==> src/rtl/gmii2xgmii_pack_if.sv <==
// GMII byte input and XGMII word output bundle for gmii2xgmii_pack.
// gmii_er exists only when GMII2XGMII_ERR_EN is defined.
interface gmii2xgmii_pack_if;
    logic        gmii_en;
    logic [7:0]  gmii_txd;
`ifdef GMII2XGMII_ERR_EN
    logic        gmii_er;
`endif
    logic [63:0] xgmii_txd;
    logic [7:0]  xgmii_txc;
    logic        xgmii_valid;
    logic [15:0] frame_cnt;

`ifdef GMII2XGMII_ERR_EN
    modport master (output gmii_en, gmii_txd, gmii_er,
                    input  xgmii_txd, xgmii_txc, xgmii_valid, frame_cnt);
    modport slave  (input  gmii_en, gmii_txd, gmii_er,
                    output xgmii_txd, xgmii_txc, xgmii_valid, frame_cnt);
`else
    modport master (output gmii_en, gmii_txd,
                    input  xgmii_txd, xgmii_txc, xgmii_valid, frame_cnt);
    modport slave  (input  gmii_en, gmii_txd,
                    output xgmii_txd, xgmii_txc, xgmii_valid, frame_cnt);
`endif
endinterface

==> src/rtl/gmii2xgmii_pack.sv <==
// Packs an 8-bit GMII transmit stream into 64-bit XGMII words with /S/, /T/ and idle insertion.
// Optional feature: define GMII2XGMII_ERR_EN to map gmii_er bytes to /E/.
module gmii2xgmii_pack (
    input  logic              gmii_clk,
    input  logic              sys_rst_n,
    gmii2xgmii_pack_if.slave  bus
);

    localparam logic [63:0] IDLE_TXD  = 64'h0707070707070707;
    localparam logic [7:0]  IDLE_TXC  = 8'hFF;
    localparam logic [63:0] START_TXD = 64'h07070707070707FB;
    localparam logic [7:0]  XG_TERM   = 8'hFD;
`ifdef GMII2XGMII_ERR_EN
    localparam logic [7:0]  XG_ERROR  = 8'hFE;
`endif

    typedef enum logic [1:0] {
        ST_IDLE = 2'd0,
        ST_DATA = 2'd1,
        ST_TERM = 2'd2
    } state_e;

    state_e      state_q, state_d;
    logic [2:0]  lane_q, lane_d;
    logic [63:0] asm_txd_q, asm_txd_d;
    logic [7:0]  asm_txc_q, asm_txc_d;
    logic [63:0] xgmii_txd_q, xgmii_txd_d;
    logic [7:0]  xgmii_txc_q, xgmii_txc_d;
    logic        xgmii_valid_q, xgmii_valid_d;
    logic [15:0] frame_cnt_q, frame_cnt_d;
    logic [7:0]  byte_s;
    logic        ctl_s;

    function automatic logic [63:0] put_byte(input logic [63:0] word,
                                             input logic [2:0]  lane,
                                             input logic [7:0]  value);
        logic [63:0] res;
        res = word;
        res[{lane, 3'b000} +: 8] = value;
        return res;
    endfunction

    function automatic logic [7:0] put_bit(input logic [7:0] flags,
                                           input logic [2:0] lane,
                                           input logic       value);
        logic [7:0] res;
        res = flags;
        res[lane] = value;
        return res;
    endfunction

    // State register.
    always_ff @(posedge gmii_clk or negedge sys_rst_n) begin
        if (!sys_rst_n) begin
            state_q <= ST_IDLE;
        end else begin
            state_q <= state_d;
        end
    end

    // Next-state logic.
    always_comb begin
        state_d = state_q;
        case (state_q)
            ST_IDLE: begin
                if (bus.gmii_en) state_d = ST_DATA;
                else             state_d = ST_IDLE;
            end
            ST_DATA: begin
                if (bus.gmii_en) state_d = ST_DATA;
                else             state_d = ST_TERM;
            end
            ST_TERM: begin
                if (bus.gmii_en) state_d = ST_DATA;
                else             state_d = ST_IDLE;
            end
            default: state_d = ST_IDLE;
        endcase
    end

    // Byte and control flag written into a data lane.
    always_comb begin
`ifdef GMII2XGMII_ERR_EN
        if (bus.gmii_er) begin
            byte_s = XG_ERROR;
            ctl_s  = 1'b1;
        end else begin
            byte_s = bus.gmii_txd;
            ctl_s  = 1'b0;
        end
`else
        byte_s = bus.gmii_txd;
        ctl_s  = 1'b0;
`endif
    end

    // Lane assembly and word emission; the assembly register holds idles in every unwritten lane.
    always_comb begin
        lane_d        = lane_q;
        asm_txd_d     = asm_txd_q;
        asm_txc_d     = asm_txc_q;
        xgmii_txd_d   = xgmii_txd_q;
        xgmii_txc_d   = xgmii_txc_q;
        xgmii_valid_d = 1'b0;
        frame_cnt_d   = frame_cnt_q;
        case (state_q)
            ST_IDLE: begin
                if (bus.gmii_en) begin
                    // Flush any partly filled idle word, then /S/ always lands in lane 0.
                    if (lane_q != 3'd0) begin
                        xgmii_txd_d   = IDLE_TXD;
                        xgmii_txc_d   = IDLE_TXC;
                        xgmii_valid_d = 1'b1;
                    end else begin
                        xgmii_valid_d = 1'b0;
                    end
                    asm_txd_d = START_TXD;
                    asm_txc_d = IDLE_TXC;
                    lane_d    = 3'd1;
                end else begin
                    if (lane_q == 3'd7) begin
                        xgmii_txd_d   = IDLE_TXD;
                        xgmii_txc_d   = IDLE_TXC;
                        xgmii_valid_d = 1'b1;
                    end else begin
                        xgmii_valid_d = 1'b0;
                    end
                    lane_d = lane_q + 3'd1;
                end
            end
            ST_DATA: begin
                if (bus.gmii_en) begin
                    if (lane_q == 3'd7) begin
                        xgmii_txd_d   = put_byte(asm_txd_q, lane_q, byte_s);
                        xgmii_txc_d   = put_bit(asm_txc_q, lane_q, ctl_s);
                        xgmii_valid_d = 1'b1;
                        asm_txd_d     = IDLE_TXD;
                        asm_txc_d     = IDLE_TXC;
                    end else begin
                        asm_txd_d     = put_byte(asm_txd_q, lane_q, byte_s);
                        asm_txc_d     = put_bit(asm_txc_q, lane_q, ctl_s);
                    end
                    lane_d = lane_q + 3'd1;
                end else begin
                    xgmii_txd_d   = put_byte(asm_txd_q, lane_q, XG_TERM);
                    xgmii_txc_d   = put_bit(asm_txc_q, lane_q, 1'b1);
                    xgmii_valid_d = 1'b1;
                    asm_txd_d     = IDLE_TXD;
                    asm_txc_d     = IDLE_TXC;
                    lane_d        = 3'd0;
                    frame_cnt_d   = frame_cnt_q + 16'd1;
                end
            end
            ST_TERM: begin
                // The idle lanes after /T/ already padded its word, so this cycle adds no lane.
                if (bus.gmii_en) begin
                    asm_txd_d = START_TXD;
                    asm_txc_d = IDLE_TXC;
                    lane_d    = 3'd1;
                end else begin
                    lane_d    = 3'd0;
                end
            end
            default: begin
                asm_txd_d = IDLE_TXD;
                asm_txc_d = IDLE_TXC;
                lane_d    = 3'd0;
            end
        endcase
    end

    // Datapath registers and registered XGMII outputs.
    always_ff @(posedge gmii_clk or negedge sys_rst_n) begin
        if (!sys_rst_n) begin
            lane_q        <= 3'd0;
            asm_txd_q     <= IDLE_TXD;
            asm_txc_q     <= IDLE_TXC;
            xgmii_txd_q   <= IDLE_TXD;
            xgmii_txc_q   <= IDLE_TXC;
            xgmii_valid_q <= 1'b0;
            frame_cnt_q   <= 16'd0;
        end else begin
            lane_q        <= lane_d;
            asm_txd_q     <= asm_txd_d;
            asm_txc_q     <= asm_txc_d;
            xgmii_txd_q   <= xgmii_txd_d;
            xgmii_txc_q   <= xgmii_txc_d;
            xgmii_valid_q <= xgmii_valid_d;
            frame_cnt_q   <= frame_cnt_d;
        end
    end

    assign bus.xgmii_txd   = xgmii_txd_q;
    assign bus.xgmii_txc   = xgmii_txc_q;
    assign bus.xgmii_valid = xgmii_valid_q;
    assign bus.frame_cnt   = frame_cnt_q;

endmodule

==> src/flat_wrapper.sv <==
// flat-port wrapper written by rule: the top's interface ports become plain ports
module gmii2xgmii_pack_flat 
  (gmii_clk, sys_rst_n, bus_gmii_en, bus_gmii_txd, bus_xgmii_txd, bus_xgmii_txc, bus_xgmii_valid, bus_frame_cnt);
  gmii2xgmii_pack_if bus_i ();
  input  logic gmii_clk;
  input  logic sys_rst_n;
  input wire logic [$bits(bus_i.gmii_en)-1:0] bus_gmii_en;
  input wire logic [$bits(bus_i.gmii_txd)-1:0] bus_gmii_txd;
  output wire logic [$bits(bus_i.xgmii_txd)-1:0] bus_xgmii_txd;
  output wire logic [$bits(bus_i.xgmii_txc)-1:0] bus_xgmii_txc;
  output wire logic [$bits(bus_i.xgmii_valid)-1:0] bus_xgmii_valid;
  output wire logic [$bits(bus_i.frame_cnt)-1:0] bus_frame_cnt;
  assign bus_i.gmii_en = bus_gmii_en;
  assign bus_i.gmii_txd = bus_gmii_txd;
  assign bus_xgmii_txd = bus_i.xgmii_txd;
  assign bus_xgmii_txc = bus_i.xgmii_txc;
  assign bus_xgmii_valid = bus_i.xgmii_valid;
  assign bus_frame_cnt = bus_i.frame_cnt;
  gmii2xgmii_pack u_core (.gmii_clk(gmii_clk), .sys_rst_n(sys_rst_n), .bus(bus_i));
endmodule
==> config.mk <==
export PLATFORM = sky130hd
export DESIGN_NAME = gmii2xgmii_pack_flat
export DESIGN_NICKNAME = d
export VERILOG_FILES = /design/src/rtl/gmii2xgmii_pack_if.sv /design/src/rtl/gmii2xgmii_pack.sv /design/src/flat_wrapper.sv
export SDC_FILE = /design/constraint.sdc
export NUM_CORES = 1
export LEC_CHECK = 0
export BUFFER_PORTS_ARGS = -buffer_cell sky130_fd_sc_hd__clkbuf_2
export CAP_MARGIN = 20
export CORE_ASPECT_RATIO = 1.1
export CORE_MARGIN = 2
export CORE_UTILIZATION = 40
export DETAILED_ROUTE_END_ITERATION = 6
export GPL_TIMING_DRIVEN = 0
export HOLD_SLACK_MARGIN = 0.03
export PLACE_DENSITY = 0.62
export SYNTH_ARGS = -nofsm -noshare
export SYNTH_HDL_FRONTEND = slang
export SYNTH_SLANG_ARGS = --single-unit
==> constraint.sdc <==
create_clock -name gmii_clk -period 5.4 [get_ports gmii_clk]
set_clock_uncertainty 0.15 [all_clocks]
set_input_delay 1.08 -clock gmii_clk [delete_from_list [all_inputs] [get_ports gmii_clk]]
set_output_delay 1.08 -clock gmii_clk [all_outputs]
set_load 0.02 [all_outputs]
Word-level counts from Yosys, hierarchy flattened
Cells that the tools add are included.
Word-level totals
  word-level logic and storage cells: 70
  register bits after elaboration: 166
Operators by class
  eq/ne operators: 7
  bitwise operators: 4
  magnitude comparators: 2
  reduce and logical (&&, ||, !) cells: 7
  muxes and demuxes: 36
  add/sub/neg operators: 3
  shift-type cells: 3
Operator list (count)
  2-to-1 mux 64 bit: 8
  case mux 64 bit (2 select lines): 2
  bitwise mux 64 bit: 2
  2-to-1 mux 8 bit: 8
  variable shift 8 x 8 -> 64 bit (first input constant): 1
  indexed part select 8 x 8 -> 64 bit: 1
  indexed part select 8 x 8 -> 64 bit (first input constant): 1
  case mux 8 bit (2 select lines): 2
  adder 16 x 1 -> 16 bit (second input constant): 1
  inequality test 3 x 2 -> 1 bit (second input constant): 3
  case mux 3 bit (3 select lines): 1
  AND 8 bit: 1
  negator 6 -> 8 bit: 1
  NOT 8 bit: 1
  bitwise OR 8 bit: 1
  2-to-1 mux 1 bit: 7
  2-to-1 mux 3 bit: 2
  < comparator 3 x 4 -> 1 bit (second input constant): 1
  case mux 2 bit (2 select lines): 1
  AND reduction 4 bit: 1
  adder 3 x 1 -> 3 bit (second input constant): 1
  demux 1 bit (select 3 bit): 1
  equality test 3 bit (second input constant): 1
  greater-or-equal comparator 3 x 1 -> 1 bit (second input constant): 1
  12 further kinds: 12

Longest topological paths before layout
Gate-level depths: netlist of the first run.
  depth after elaboration: 9
  depth in mapped cells: 12

Worst setup path after synthesis of the first run
No wires, ideal clock.
  path kind: register to register
  start: reg u_core.lane_q[0]
  end: reg u_core.xgmii_txd_q[32], in the netlist u_core.bus.xgmii_txd[32]
  setup slack: 2.434 ns
  clock period less this slack: 2.966 ns
  path buffers: 4
  stages on the path, launching flop included: 12
  required time: 5.168 ns
  data arrival time: 2.733 ns
  cell sequence: dfrtp_1 buf_6 clkbuf_1 inv_1 ha_1 ha_1 clkbuf_1 nand2b_1 or4_1 clkbuf_1 mux2i_1 mux2_2
On the way
  cells in the longest elaborated chain, start to end: 6
RTL lines
  start, declared: RTL line gmii2xgmii_pack.sv:24  | logic [2:0] lane_q, lane_d;
  start signal, assigned: RTL line gmii2xgmii_pack.sv:183  | lane_q <= lane_d;
  negator 6 -> 8 bit: RTL line gmii2xgmii_pack.sv:39  | res[{lane, 3'b000} +: 8] = value;
  indexed part select 8 x 8 -> 64 bit / variable shift 8 x 8 -> 64 bit (equally long branches): RTL line gmii2xgmii_pack.sv:39
  bitwise mux 64 bit: RTL line gmii2xgmii_pack.sv:39
  2-to-1 mux 64 bit: RTL line gmii2xgmii_pack.sv:133  | if (lane_q == 3'd7) begin
  2-to-1 mux 64 bit: RTL line gmii2xgmii_pack.sv:132  | if (bus.gmii_en) begin
  case mux 64 bit (2 select lines): RTL line gmii2xgmii_pack.sv:106  | case (state_q)
  end signal, assigned: RTL line gmii2xgmii_pack.sv:186  | xgmii_txd_q <= xgmii_txd_d;
  end, declared: RTL line gmii2xgmii_pack.sv:27  | logic [63:0] xgmii_txd_q, xgmii_txd_d;
Parallel ways exist; a longest one is shown, timed or not. The select of a mux whose other input is x is not followed.
A chain may end at the register's enable or synchronous reset.

Worst setup path after layout of the first run
  start: reg u_core.lane_q[0]
  end: reg u_core.xgmii_txd_q[60], in the netlist u_core.bus.xgmii_txd[60]
The elaborated chain is that of the path after synthesis.

==> results.py, run 1 <==
metrics = {
    "outcome": {
        "status": "completed",
    },
    "timing": {
        "period_minus_slack_ns": 3.80,
        "slew-limit-headroom": 0.319,
        "holdWs_ns": 0.335,
        "maxSlewViolCount": 0,
        "worst_pin_slew_ns": 1.02,
        "max_freq_ghz": 0.263,
        "setup_tns_ns": 0,
        "final-setup-viol-count": 0,
        "post-route-period-util": 0.705,
        "hold_violations": 0,
        "layout_setup_ws_ns": 1.60,
        "grt_setup_unrepaired": "no",
    },
    "routing": {
        "drt_iter0_drc": 503,
        "dr.pass1.iters": 5,
        "drc": 0,
        "drt-wirelength-per-cell_um": 20.0,
        "ant_nets": 0,
        "wirelength_um": 20500,
        "vias": 5703,
        "vias_per_cell": 5.58,
    },
    "finish": {
        "final_common_cell": "dfrtp_1",
        "drive_gt1_frac": 0.272,
        "nets": 783,
        "syn2layout_area_growth_pct": 18.7,
        "fillCellCount": 1684,
        "diodes": 0,
        "mostFrequentLayoutCells": "dfrtp_1, clkbuf_2, dfstp_2",
    },
    "cts": {
        "cts.root.buffer_cell": "clkbuf_16",
        "numCtsBuffers": 17,
        "cts_sinks": 166,
        "postCtsHoldBufs": 0,
        "clk_path_buf_depth": 2,
        "cts_tree": "built",
        "h-tree-depth": 4,
        "cts.repair.resized": 0,
        "clkTransAtPathRegs_ns": 0.07,
        "clock_latency_ns": 0.42,
        "postCtsSetupBuffers": 0,
    },
    "setup_path": {
        "critical_path.most_common_cell": "clkbuf_1",
        "crit_start": "u_core.lane_q[0]",
        "crit_chain": "buf_6, clkbuf_1, inv_1, ha_1, ha_1, clkbuf_1, nor4b_2, clkbuf_1, o21ai_0, o2bb2ai_1",
        "crit_fanout": 10,
        "r2r.worst_path.cells": 10,
        "worstPathArrival_ns": 4.00,
        "path_class": "register to register",
        "cp-endpoint": "u_core.bus.xgmii_txd[60]",
        "required_ns": 5.59,
        "endpoint_kind": "register",
        "start_kind": "register",
        "worst_r2r_endpoint": "u_core.bus.xgmii_txd[60]",
        "crit_path_max_incr_delay_ns": 0.93,
        "r2r_slack_ns": 1.60,
        "r2r-start": "u_core.lane_q[0]",
        "cpMaxStageDelayCell": "nor4b_2",
    },
    "worst_hold_path": {
        "min_path_type": "register to register",
    },
    "power": {
        "leakage_nw": 3.92,
        "powerDensity_nw_per_um2": 349,
        "sequentialPowerShare": 0.448,
        "vdd_drop_max_mv": 0.226,
        "switching_power_w": 0.000895,
        "p_comb_frac": 0.163,
        "clock_power_share": 0.389,
        "power.share.switching": 0.289,
        "internal_power_w": 0.00220,
    },
    "yosys": {
        "ys.flop_type": "dfrtp_1",
        "ys_seq_area_frac": 0.567,
        "synth_edf_count": 0,
        "ys_ff_latch": 166,
        "synthArstFlopShare": 1.00,
        "synthCells": 652,
        "yosysWarnings": 0,
        "synthesis.nets": 669,
        "syn_area_um2": 7470,
        "ys_types": 58,
        "synth_area_per_cell_um2": 11.5,
    },
    "global_route": {
        "grt_max_degree": 120,
        "overflow": 0,
        "grtUsageTotal": 0.216,
        "grt_pass1_vias": 5803,
        "grt_pass1_wl_um": 32800,
        "grt_antenna_before_repair": 0,
    },
    "place": {
        "gp_congestion": 0.890,
        "port_buffers": 94,
        "dpl_worst_slack_ns": 1.71,
        "dp_hpwl_um": 14500,
    },
    "die": {
        "dieArea_um2": 19800,
        "start_util": 0.407,
        "die_h_um": 147,
        "rows": 52,
        "io_pins": 100,
        "core_um2": 18300,
        "die_w_um": 134,
    },
    "job": {
        "maxCapViolCount": 0,
    },
}
metrics by stage:
stage | util | cells | area (µm²) | total power [W]
after detailed placement | 0.452 | 990 | 8280 | 0.00191
after global placement | 0.450 | 989 | 8250 | 0.00189
after CTS | 0.483 | 1022 | 8870 | 0.00311
final | 0.483 | 1022 | 8870 | 0.00310
after global routing | 0.483 | 1022 | 8870 | 0.00322
after floorplan | - | 652 | 7470 | 0.00172
cells in the mapped netlist, drive strengths merged, types with 3 or more instances:
cell type / n / area [µm²]
dfrtp: 102 / 2550
xnor2: 9 / 78.8
nor2: 50 / 188
nand4: 4 / 25.0
nand2: 39 / 146
o22a: 3 / 26.3
o2bb2ai: 40 / 350
o311ai: 3 / 26.3
o32a: 3 / 30.0
buf: 13 / 82.6
dfstp: 64 / 1680
ha: 6 / 75.1
nor3: 6 / 30.0
o21ai: 34 / 170
a41oi: 3 / 26.3
a2bb2oi: 26 / 228
clkbuf: 40 / 150
nor2b: 7 / 43.8
mux2i: 39 / 390
o22ai: 5 / 31.3
o21a: 7 / 52.6
and2: 7 / 43.8
nor4: 3 / 18.8
xor2: 6 / 52.6
a21oi: 36 / 180
inv: 7 / 26.3
a22o: 36 / 315
nor4bb: 3 / 30.0
nand2b: 8 / 50.1
mux2: 12 / 135
nand3: 7 / 35.0
cell type report:
cell class,instances,area (µm²),area share
plain buffers,53,233,0.0262
clock buffers,20,457,0.0515
clock inverters,12,129,0.0145
inverters,8,30.0,0.00339
multi-input cells,425,2980,0.336
flip-flops and latches,166,4230,0.477
well taps,243,304,0.0343
repair buffers,95,507,0.0571
logic make-up (layout without fill, tap and decap cells):
logic type               Yosys count  after routing  share of synthesized area
AO/OA/AOI/OAI                    202            202                      0.198
flip-flops                       166            166                      0.567
adder cells (fa/ha/maj)            7              7                     0.0114
multiplexers                      51             51                     0.0703
XOR/XNOR                          15             15                     0.0176
buffers and inverters             61            188                     0.0352
AND/OR/NAND/NOR                  150            150                      0.101
power by group through the flow:
stage	combinational [W]	sequential, W	clock (W)
after floorplan	0.000265	0.00146	0
after global placement	0.000488	0.00140	0
after detailed placement	0.000502	0.00141	0
after CTS	0.000505	0.00139	0.00122
after global routing	0.000550	0.00140	0.00127
final	0.000505	0.00139	0.00120
critical path, delay by kind of cell, from the launching register on:
family                     cells  cell delay [ns]
AOI/OAI and AO/OA              2             0.41
buffers and inverters          5             1.31
and+or+nand+nor                1             0.93
adders and majority gates      2             0.54
DFF                            1             0.37
state kept, by name (all words and copies together) (netlist names):
| register | flops |
|---|---|
| u_core.asm_txd_q | 64 |
| u_core.bus.xgmii_txd | 64 |
| u_core.bus.frame_cnt | 16 |
| u_core.asm_txc_q | 8 |
| u_core.bus.xgmii_txc | 8 |
| u_core.lane_q | 3 |
| u_core.state_q | 2 |
| u_core.bus.xgmii_valid | 1 |
how the worst min path moves through the flow:
stage | startpoint | endpoint | cells after the start
after floorplan | u_core.asm_txd_q[27] | u_core.asm_txd_q[27] | 1
after global placement | u_core.bus.frame_cnt[15] | u_core.bus.frame_cnt[15] | 1
after detailed placement | u_core.bus.xgmii_txd[36] | u_core.bus.xgmii_txd[36] | 1
after CTS | u_core.bus.frame_cnt[15] | u_core.bus.frame_cnt[15] | 1
after global routing | u_core.bus.xgmii_txd[39] | u_core.bus.xgmii_txd[39] | 1
final | u_core.bus.frame_cnt[15] | u_core.bus.frame_cnt[15] | 1
routing by layer:
| metal | vias up | track usage | routed length (µm) |
|---|---|---|---|
| met5 | - | 0 | 0 |
| met4 | 0 | 0.0579 | 277 |
| met3 | 16 | 0.0421 | 858 |
| met2 | 152 | 0.356 | 10400 |
| met1 | 2918 | 0.292 | 8980 |
| li1 | 2617 | - | - |
No activity file was read; power rests on OpenSTA's default activity.
==> inputs of run 2 (changes only) <==
- ABC_AREA: default -> 1
- PLACE_DENSITY: 0.62 -> 0.64
- clock period: 5.4 -> 3.5 ns (I/O delays scaled with it)
==> results.py, run 2 <==
metrics = {
    "outcome": {
        "status": "completed",
    },
    "die": {
        "dieArea_um2": 22100,
        "start_util": 0.407,
        "rows": 55,
        "io_pins": 100,
        "core_um2": 20600,
        "die_w_um": 142,
        "die_h_um": 156,
    },
    "routing": {
        "drt-wirelength-per-cell_um": 15.5,
        "drc": 0,
        "dr.pass1.iters": 6,
        "drt_iter0_drc": 511,
        "wirelength_um": 22600,
        "vias": 7399,
        "ant_nets": 0,
        "vias_per_cell": 5.06,
    },
    "finish": {
        "nets": 1209,
        "final_common_cell": "nand2_1",
        "syn2layout_area_growth_pct": 17.3,
        "diodes": 0,
        "mostFrequentLayoutCells": "nand2_1, nand3_1, nor2_1",
        "fillCellCount": 2047,
        "drive_gt1_frac": 0.221,
        "final_area_um2": 9830,
        "finalNonFillerCells": 1461,
    },
    "cts": {
        "h-tree-depth": 4,
        "clock_latency_ns": 0.43,
        "postCtsHoldBufs": 0,
        "clk_path_buf_depth": 2,
        "cts_sinks": 166,
        "clkTransAtPathRegs_ns": 0.07,
        "cts.root.buffer_cell": "clkbuf_16",
        "postCtsSetupBuffers": 0,
        "cts_tree": "built",
        "cts.repair.resized": 0,
        "numCtsBuffers": 17,
    },
    "timing": {
        "worst_pin_slew_ns": 0.598,
        "grt_setup_unrepaired": "no",
        "maxSlewViolCount": 0,
        "layout_setup_ws_ns": 0.717,
        "hold_violations": 0,
        "slew-limit-headroom": 0.601,
        "post-route-period-util": 0.795,
        "max_freq_ghz": 0.359,
        "period_minus_slack_ns": 2.78,
        "final-setup-viol-count": 0,
    },
    "place": {
        "gp_congestion": 0.883,
        "dp_cells": 1429,
        "dpl_worst_slack_ns": 0.782,
        "port_buffers": 99,
        "dp_hpwl_um": 16100,
        "dpl_cell_area_um2": 9230,
    },
    "setup_path": {
        "worst-path-buf-inv": 5,
        "cp_top_family": "buffers and inverters",
        "crit_path_max_incr_delay_ns": 0.37,
        "required_ns": 3.66,
        "crit_chain": "buf_4, inv_2, ha_1, ha_1, inv_1, buf_2, nand2_1, nor2_1, buf_2, nand3_1, nand3_1, nand2_1",
        "path_class": "register to register",
        "endpoint_kind": "register",
        "crit_fanout": 10,
        "worstPathArrival_ns": 2.95,
        "cpMaxStageDelayCell": "dfrtp_1",
        "start_kind": "register",
    },
    "yosys": {
        "synth_most_common_cell": "nand2_1",
        "synth_area_per_cell_um2": 7.80,
        "synthTopCellsByCount": "nand2_1, nand3_1, nor2_1",
        "yosysTopAreaCellShare": 0.305,
        "synth_edf_count": 0,
        "yosys.area.top_type": "dfrtp_1",
        "ys_ff_latch": 166,
        "syn_area_um2": 8370,
        "yosys-top-cells-area": "dfrtp_1, dfstp_2, nand2_1",
        "yosysWarnings": 0,
        "ys_seq_area_frac": 0.506,
        "synthesis.nets": 1090,
        "synthCells": 1073,
        "ys.flop_type": "dfrtp_1",
        "synthArstFlopShare": 1.00,
        "ys_types": 37,
    },
    "global_route": {
        "overflow": 0,
        "grt_pass1_wl_um": 36700,
        "grtUsageTotal": 0.211,
        "grt_antenna_before_repair": 0,
        "grt_pass1_vias": 7077,
        "grt_max_degree": 97,
    },
    "power": {
        "powerDensity_nw_per_um2": 640,
        "switching_power_w": 0.00228,
        "leakage_nw": 5.05,
        "internal_power_w": 0.00401,
        "power.share.switching": 0.363,
        "sequentialPowerShare": 0.399,
        "vdd_drop_max_mv": 0.396,
        "clock_power_share": 0.307,
        "p_comb_frac": 0.294,
    },
    "job": {
        "maxCapViolCount": 0,
    },
    "worst_hold_path": {
        "min_path_type": "input port to async pin",
    },
}
==> run 2: final timing paths <==
check                                                 to  slack (ns)                startpoint  cells past startpoint
worst max register to register  u_core.bus.xgmii_txd[52]        0.72          u_core.lane_q[0]                     12
worst max-delay path            u_core.bus.xgmii_txd[52]        0.72          u_core.lane_q[0]                     12
worst min-delay path            u_core.bus.xgmii_txd[22]        0.14                 sys_rst_n                      1
max in group asynchronous           u_core.asm_txd_q[58]        2.16                 sys_rst_n                      2
min in group gmii_clk           u_core.bus.xgmii_txd[40]        0.32  u_core.bus.xgmii_txd[40]                      2
worst min register to register  u_core.bus.xgmii_txd[40]        0.32  u_core.bus.xgmii_txd[40]                      2
==> run 2: through the flow <==
step                       util  power, W  TNS (ns)  hold WS, ns
final                     0.478   0.00629         0        0.136
after global routing      0.478   0.00665         0        0.172
after CTS                 0.478   0.00634         0        0.150
after detailed placement  0.448   0.00439         0        0.310
after global placement    0.447   0.00435   -178.86        0.306
after floorplan               -   0.00377         0        0.254
==> run 2: power groups by stage <==
stage / Sequential (W) / Clock [W] / Combinational (W)
detailed placement: 0.00254 / 0 / 0.00185
global placement: 0.00254 / 0 / 0.00182
global route: 0.00255 / 0.00205 / 0.00205
floorplan: 0.00280 / 0 / 0.000964
CTS: 0.00251 / 0.00197 / 0.00186
finish: 0.00251 / 0.00193 / 0.00185
==> run 2: cells by family after synthesis <==
kind of cell | share of synthesized area
simple gates | 0.309
buf+inv | 0.0919
flops | 0.506
compound gates | 0.0732
xor+xnor | 0.0115
fa+ha+maj | 0.00896
==> run 2: area by class of cell <==
class                      instances  area, µm²  area share
timing repair buffer             100        532      0.0541
inverter                         113        427      0.0434
buffer                            61        343      0.0349
sequential                       166       4230       0.431
tap                              256        320      0.0326
clock inverter                    12        153      0.0155
clock buffer                      20        447      0.0455
multi-input combinational        733       3370       0.343
==> run 2: worst register-to-register path, delay by kind of cell, from the launching register on <==
family / cells / cell delay (ns)
AND/OR/NAND/NOR: 5 / 0.66
buffers and inverters: 5 / 0.91
flip-flops: 1 / 0.37
adder cells (fa/ha/maj): 2 / 0.58
==> run 2: layer usage <==
metal / vias up / wire length (µm) / track usage
met5: - / 0 / 0
met4: 0 / 480 / 0.0781
met3: 31 / 1200 / 0.0396
met2: 221 / 10900 / 0.347
met1: 3486 / 10100 / 0.280
li1: 3661 / - / -
